File: src/rtl/alu_sequencer_pkg.sv
// Shared types and constants for the two-pass 8/16-bit ALU sequencer.
// Op encoding is {k,i,j,c_in}: k selects logic (1) or arithmetic (0).
package alu_sequencer_pkg;

    localparam int BYTE_W = 8;

    typedef enum logic [1:0] {
        IDLE = 2'd0,
        LO   = 2'd1,
        HI   = 2'd2,
        DONE = 2'd3
    } state_t;

    localparam logic [3:0] OP_ADD = 4'b0100;
    localparam logic [3:0] OP_SUB = 4'b0111;
    localparam logic [3:0] OP_AND = 4'b1110;
    localparam logic [3:0] OP_OR  = 4'b1010;
    localparam logic [3:0] OP_XOR = 4'b1000;

endpackage

File: src/rtl/alu_sequencer_alu.sv
// Combinational 8-bit ALU: arithmetic is (i ? a : 0) + (j ? ~b : b) + c_in;
// logic ops select on {i,j}. Logic ops report carry and overflow as zero.
module alu_sequencer_alu
    import alu_sequencer_pkg::*;
(
    input  logic [3:0]        op,
    input  logic [BYTE_W-1:0] a,
    input  logic [BYTE_W-1:0] b,
    output logic [BYTE_W-1:0] r,
    output logic              co,
    output logic              ov
);

    logic [BYTE_W-1:0] x;
    logic [BYTE_W-1:0] y;
    logic [BYTE_W:0]   sum;

    // NOTE: every output of a combinational block gets a default first so no latch is inferred.
    always_comb begin
        x   = op[2] ? a : '0;
        y   = op[1] ? ~b : b;
        sum = {1'b0, x} + {1'b0, y} + {{BYTE_W{1'b0}}, op[0]};
        r   = sum[BYTE_W-1:0];
        co  = sum[BYTE_W];
        ov  = (x[BYTE_W-1] == y[BYTE_W-1]) && (sum[BYTE_W-1] != x[BYTE_W-1]);
        if (op[3]) begin
            co = 1'b0;
            ov = 1'b0;
            case (op[2:1])
                2'b11:   r = a & b;
                2'b01:   r = a | b;
                2'b00:   r = a ^ b;
                default: r = ~(a ^ b);
            endcase
        end
    end

endmodule

File: src/rtl/alu_sequencer.sv
// Request/response sequencer that runs 8-bit or 16-bit ALU operations
// through one shared 8-bit ALU, low byte first, carry chained between passes.
module alu_sequencer
    import alu_sequencer_pkg::*;
#(
    parameter int WIDE_EN = 1
) (
    input  logic        clk,
    input  logic        rst,
    input  logic        req_valid,
    output logic        req_ready,
    input  logic [3:0]  op,
    input  logic        wide,
    input  logic [15:0] a,
    input  logic [15:0] b,
    output logic        rsp_valid,
    input  logic        rsp_ready,
    output logic [15:0] r,
    output logic        c,
    output logic        z,
    output logic        v,
    output logic        n
);

    state_t      state;
    state_t      state_next;
    logic [3:0]  op_q;
    logic        wide_q;
    logic [15:0] a_q;
    logic [15:0] b_q;
    logic        carry_q;
    logic        wide_pass;

    logic [3:0]        alu_op;
    logic [BYTE_W-1:0] alu_a;
    logic [BYTE_W-1:0] alu_b;
    logic [BYTE_W-1:0] alu_r;
    logic              alu_co;
    logic              alu_ov;

    assign wide_pass = (WIDE_EN != 0) && wide_q;
    assign req_ready = (state == IDLE);
    assign rsp_valid = (state == DONE);

    alu_sequencer_alu u_alu (
        .op (alu_op),
        .a  (alu_a),
        .b  (alu_b),
        .r  (alu_r),
        .co (alu_co),
        .ov (alu_ov)
    );

    always_comb begin
        state_next = state;
        alu_op     = op_q;
        alu_a      = a_q[7:0];
        alu_b      = b_q[7:0];
        case (state)
            IDLE: if (req_valid) state_next = LO;
            LO:   state_next = wide_pass ? HI : DONE;
            HI: begin
                alu_a      = a_q[15:8];
                alu_b      = b_q[15:8];
                // Logic ops keep their own c_in bit; arithmetic chains the low-pass carry.
                alu_op     = {op_q[3:1], op_q[3] ? op_q[0] : carry_q};
                state_next = DONE;
            end
            DONE: if (rsp_ready) state_next = IDLE;
            default: state_next = IDLE;
        endcase
    end

    // NOTE: sequential state uses non-blocking assignments so every register samples pre-edge values.
    always_ff @(posedge clk or posedge rst) begin
        if (rst) state <= IDLE;
        else     state <= state_next;
    end

    always_ff @(posedge clk or posedge rst) begin
        if (rst) begin
            op_q    <= '0;
            wide_q  <= 1'b0;
            a_q     <= '0;
            b_q     <= '0;
            carry_q <= 1'b0;
            r       <= '0;
            c       <= 1'b0;
            z       <= 1'b0;
            v       <= 1'b0;
            n       <= 1'b0;
        end else begin
            case (state)
                IDLE: if (req_valid) begin
                    op_q   <= op;
                    wide_q <= wide;
                    a_q    <= a;
                    b_q    <= b;
                end
                LO: begin
                    r       <= {8'h00, alu_r};
                    carry_q <= alu_co;
                    if (!wide_pass) begin
                        c <= alu_co;
                        v <= alu_ov;
                        z <= (alu_r == '0);
                        n <= alu_r[BYTE_W-1];
                    end
                end
                HI: begin
                    r[15:8] <= alu_r;
                    c       <= alu_co;
                    v       <= alu_ov;
                    z       <= (alu_r == '0) && (r[7:0] == 8'h00);
                    n       <= alu_r[BYTE_W-1];
                end
                default: ;
            endcase
        end
    end

endmodule

File: config.mk
export PLATFORM = sky130hd
export DESIGN_NAME = alu_sequencer
export DESIGN_NICKNAME = d
export VERILOG_FILES = /design/src/rtl/alu_sequencer_pkg.sv /design/src/rtl/alu_sequencer_alu.sv /design/src/rtl/alu_sequencer.sv
export SDC_FILE = /design/constraint.sdc
export NUM_CORES = 1
export LEC_CHECK = 0
export BUFFER_PORTS_ARGS = -buffer_cell sky130_fd_sc_hd__clkbuf_2
export CAP_MARGIN = 20
export CORE_MARGIN = 2
export CORE_UTILIZATION = 35
export DETAILED_ROUTE_END_ITERATION = 8
export PLACE_DENSITY = 0.66
export SKIP_CTS_REPAIR_TIMING = 1
export SLEW_MARGIN = 20
export SYNTH_ARGS = -nofsm -noshare
export SYNTH_HDL_FRONTEND = slang
export SYNTH_SLANG_ARGS = --single-unit
File: constraint.sdc
create_clock -name clk -period 3.43 [get_ports clk]
set_clock_uncertainty 0.05 [all_clocks]
set_input_delay 0.343 -clock clk [delete_from_list [all_inputs] [get_ports clk]]
set_output_delay 0.343 -clock clk [all_outputs]
set_load 0.05 [all_outputs]
==> results of run 1 <==
cells in the mapped netlist, types with 3 or more instances:
master and n:
a21oi_1 19, a31oi_1 3, buf_2 6, clkbuf_1 9
dfrtp_1 60, ha_1 27, inv_1 44, mux2_2 41
mux2i_1 22, nand2_1 13, nand2b_1 3, nor2_1 22
nor2b_1 7, o211ai_1 3, o21a_1 3, o21ai_0 8
o22ai_1 9, o31ai_1 4, xnor2_1 9, xor2_1 11
state kept, by name, summed over array words and instances (netlist names):
signal and cells:
carry_q 1, c 1, v 1, b_q 16, a_q 16, r 16
state 2, n 1, z 1, wide_pass 1, op_q 4
metal layers:
layer / track usage / share of wire / vias to the layer above / wire [um]
li1: - / - / 1334 / -
met1: 0.190 / 0.46 / 1281 / 3550
met2: 0.231 / 0.46 / 66 / 3600
met3: 0.0319 / 0.050 / 15 / 391
met4: 0.0714 / 0.027 / 0 / 211
met5: 0 / 0 / - / 0
through the flow:
step	cell area, um^2	hold WS (ns)
6_report	4370	0.0120
3_3_place_gp	4170	0.383
4_1_cts	4340	0.0200
3_5_place_dp	4170	0.392
5_1_grt	4370	0.0562
2_1_floorplan	3690	0.423
kinds of logic (layout without fill, tap and decap cells):
family / after synthesis / count (layout) / synth area share
buffers and inverters: 60 / 132 / 0.0644
muxes: 63 / 63 / 0.186
DFF: 60 / 60 / 0.409
and+or+nand+nor: 54 / 54 / 0.0733
adders and majority gates: 29 / 29 / 0.103
xor gates and xnor gates: 20 / 20 / 0.0477
AOI/OAI and AO/OA: 65 / 65 / 0.117
critical path: stages (launching register included):
cell and delay [ns]:
dfrtp_1 0.39, inv_1 0.08, ha_1 0.19, buf_12 0.16, mux2i_4 0.26, xnor2_1 0.12
fa_2 0.43, inv_1 0.09, fa_2 0.25, nor2b_4 0.05, o31a_1 0.28, o2111a_2 0.28
nor3_4 0.17, o211ai_2 0.12, o31ai_2 0.22
worst paths after layout:
check,from,endpoint,slack [ns],cells past startpoint
min in group clk,b[15],b_q[15],0.18,2
setup / recovery,state[0],z,0.20,14
setup reg to reg,state[0],z,0.20,14
hold reg to reg,a_q[3],a_q[3],0.46,1
max in group asynchronous,rst,b_q[0],2.47,3
hold / removal,rst,op_q[0],0.01,2
area by class of cell:
class                   instances  area [um^2]
fillers                       999         5860
repair buffers                 73          409
flip-flops and latches         60         1500
multi-input cells             231         1950
clock inverters                 2         10.0
clock buffers                  13          159
well taps                     136          170
inverters                      44          165
==> impl_metrics.yaml, run 1 <==
yosys:
  syn_avg_cell_area_um2: 10.5
  syn-cell-area_um2: 3670
  synth_edf_count: 0
  synth_cell_type_count: 42
  synthesis.nets: 421
  ys_ff_latch: 60
  synth_area_leader_cell: "dfrtp_1"
  yosys_warnings: 0
  synth_top_area_share: 0.409
  synth_ff_type: "dfrtp_1"
  synth_cells: 351
  ys_async_sr_fraction: 1.00
  synthTopCellsByArea: "dfrtp_1 (41%), mux2_2 (13%), ha_1 (9.2%), mux2i_1 (6.0%), inv_1 (4.5%)"
  ys_seq_area_frac: 0.409
grt:
  grt.total_usage: 0.146
  grt_pass1_wl_mm: 12.8
  grt_pass1_vias: 2699
  grt_max_degree: 38
  grt_overflow: 0
  antenna_found_initial: 0
sta:
  hold_violations: 0
  fmax_mhz: 309
  report.final.slew_viol_count: 0
  worst_pin_slew_ns: 0.630
  setup_viol: 0
  rsz0062_at_grt: "no"
  slew-limit-headroom: 0.580
  fin_crit_sh: 0.943
  layout_setup_ws_ns: 0.196
  min_period_ns: 3.23
  tns_ns: 0
setup_path:
  end_kind: "register"
  path_class: "reg2reg"
  critical_path.startpoint_type: "register"
  crit_required_ns: 3.64
  critPathMaxFanout: 13
  cp.arrival_ns: 3.44
hold_path:
  hold_class: "in2async"
drt:
  drtPass1Iterations: 4
  routed_wl_mm: 7.75
  drtIter0Drc: 110
  vias: 2696
  routedWlPerCell_um: 13.9
  ant_nets: 0
  drc: 0
  vias_per_cell: 4.82
clock_tree:
  clk_pin_slew_ns: 0.06
  clk_latency_ns: 0.34
  numCtsBuffers: 9
  clockBufferDepth: 2
  clock_sinks: 60
  cts_tree: "done"
  cts_root_buffer: "clkbuf_8"
  htree_levels: 3
cells_and_area:
  final_core_util: 0.427
  drive_gt1_frac: 0.331
  synthToLayoutAreaGrowth_pct: 19.0
  final_cell_mix: "clkbuf_2 (62), dfrtp_1 (60), inv_1 (43), mux2_2 (41), ha_1 (27)"
  final_common_cell: "clkbuf_2"
  final_nets: 489
  diodes: 0
  fin_cells: 559
die:
  die-area_um2: 11300
  core_area_um2: 10200
  row_count: 37
  die_h_um: 106
  num_io_pins: 63
  start_util: 0.359
  die_w_um: 106
placement:
  placed_cells: 542
  port_buffers: 62
  hpwl_mm: 5.97
  gp_congestion: 0.841
  place_ws_ns: 0.0462
run_status:
  status: "completed"
run:
  cap_violations: 0
Power of run 1 is left out: the tool's default activity adds up to more than one toggle a clock period on the data nets, which glitch-free logic cannot reach.
==> run 2: changes to the inputs <==
--- a/config.mk
+++ b/config.mk
@@ -8,9 +8,9 @@
 export BUFFER_PORTS_ARGS = -buffer_cell sky130_fd_sc_hd__clkbuf_2
 export CAP_MARGIN = 20
 export CORE_MARGIN = 2
-export CORE_UTILIZATION = 35
+export CORE_UTILIZATION = 51
 export DETAILED_ROUTE_END_ITERATION = 8
-export PLACE_DENSITY = 0.66
+export PLACE_DENSITY = 0.86
 export SKIP_CTS_REPAIR_TIMING = 1
 export SLEW_MARGIN = 20
 export SYNTH_ARGS = -nofsm -noshare
==> run 2 against run 1 <==
  * Global-route usage is 5.7 points higher
  * Core utilization up 21 points
  * Count of clock-buffer cells in the layout decreased by 2
  * Non-clock buffer count grew 2
  * Flip-flop and latch count is the same
  * Sequential share of layout area fell by 0.079 points
  * Maximum frequency is 0.66% lower
==> impl_metrics.yaml, run 2 (synthesis results as in run 1) <==
clock_tree:
  clock_sinks: 60
  clk_pin_slew_ns: 0.07
  numCtsBuffers: 9
  cts_root_buffer: "clkbuf_8"
  cts_tree: "done"
  clk_latency_ns: 0.34
  htree_levels: 3
  clockBufferDepth: 2
drt:
  routedWlPerCell_um: 14.1
  drtPass1Iterations: 4
  vias_per_cell: 5.18
  vias: 2704
  ant_nets: 0
  routed_wl_mm: 7.34
  drtIter0Drc: 118
  drc: 0
cells_and_area:
  seq_area_um2: 1500
  final_nets: 491
  multi_input_area_um2: 1960
  top_regs: "a_q (16), b_q (16), r (16)"
  diodes: 0
  drive_gt1_frac: 0.338
  final_cell_mix: "clkbuf_2 (62), dfrtp_1 (60), inv_1 (43), mux2_2 (41), ha_1 (26)"
  final_core_util: 0.638
  synthToLayoutAreaGrowth_pct: 19.3
  final_common_cell: "clkbuf_2"
  nFillCells: 577
sta:
  layout_setup_ws_ns: 0.174
  report.final.slew_viol_count: 0
  min_period_ns: 3.26
  fin_crit_sh: 0.949
  hold_violations: 0
  slew-limit-headroom: 0.419
  fmax_mhz: 307
  setup_viol: 0
  holdWs_ns: 0.112
  worst_pin_slew_ns: 0.870
die:
  row_count: 30
  die_w_um: 88.8
  start_util: 0.534
  num_io_pins: 63
  die-area_um2: 7890
  core_area_um2: 6870
  die_h_um: 88.8
setup_path:
  cpMaxStageDelayCell: "fa_1"
  critical_path.startpoint_type: "register"
  path_class: "reg2reg"
  cp.arrival_ns: 3.45
  critPathMaxFanout: 5
  cp_common_cell: "inv_1"
  path_cells: "inv_1 > ha_4 > buf_4 > a21boi_0 > a31o_2 > fa_1 > inv_1 > fa_2 > nor2b_4 > o31a_1 > o2111a_2 > nor3_4 > o211ai_2 > o31ai_2"
  max_stage_delay_ns: 0.42
  crit_required_ns: 3.62
  r2r_cells: 14
  end_kind: "register"
run_status:
  status: "completed"
grt:
  grt.total_usage: 0.203
  grt_pass1_wl_mm: 12.3
  grt_pass1_vias: 2705
  grt_max_degree: 43
  antenna_found_initial: 0
  grt_overflow: 0
placement:
  hpwl_mm: 5.70
  place_ws_ns: 0.0432
  gp_congestion: 0.815
  port_buffers: 62
hold_path:
  hold_class: "in2async"
run:
  cap_violations: 0
## run 2: cell types whose count changed in the layout (fill, tap and decap cells not counted), sizes merged
cell and delta:
buf +2, bufinv +2, clkbuf -2, clkinv +1
## run 2: critical path: cells and delay by family (launching register included)
kind | cells | cell delay, ns
AOI/OAI and AO/OA | 6 | 1.22
DFF | 1 | 0.38
and+or+nand+nor | 2 | 0.27
adders and majority gates | 3 | 0.86
buffers and inverters | 3 | 0.36
## run 2: cell type report
class,instances,area share
multi-input combinational,231,0.449
sequential,60,0.343
clock buffer,11,0.0323
timing repair buffer,75,0.0940
clock inverter,5,0.0171
tap,96,0.0274
inverter,44,0.0377
## run 2: stage by stage
step | instances | area, um^2 | TNS, ns
after floorplan | 351 | 3690 | 0
after global placement | 506 | 4140 | 0
after detailed placement | 506 | 4140 | 0
after CTS | 522 | 4360 | 0
after global routing | 522 | 4380 | -0.00244
final | 522 | 4380 | 0
## run 2: worst paths after layout
| kind | from | to | slack, ns |
|---|---|---|---|
| worst max-delay path | state[0] | z | 0.17 |
| worst min-delay path | rst | r[9] | 0.11 |
| worst max register to register | state[0] | z | 0.17 |
| worst min register to register | a_q[0] | a_q[0] | 0.45 |
| max in group asynchronous | rst | a_q[13] | 2.43 |
| min in group clk | a[7] | a_q[7] | 0.18 |
## run 2: metal layers
| metal | up-vias | global-route usage | part of all wire |
|---|---|---|---|
| met5 | - | 0 | 0 |
| met4 | 0 | 0.0551 | 0.010 |
| met3 | 9 | 0.0541 | 0.041 |
| met2 | 61 | 0.339 | 0.48 |
| met1 | 1291 | 0.262 | 0.47 |
| li1 | 1343 | - | - |
Power of run 2 is left out for the same reason.
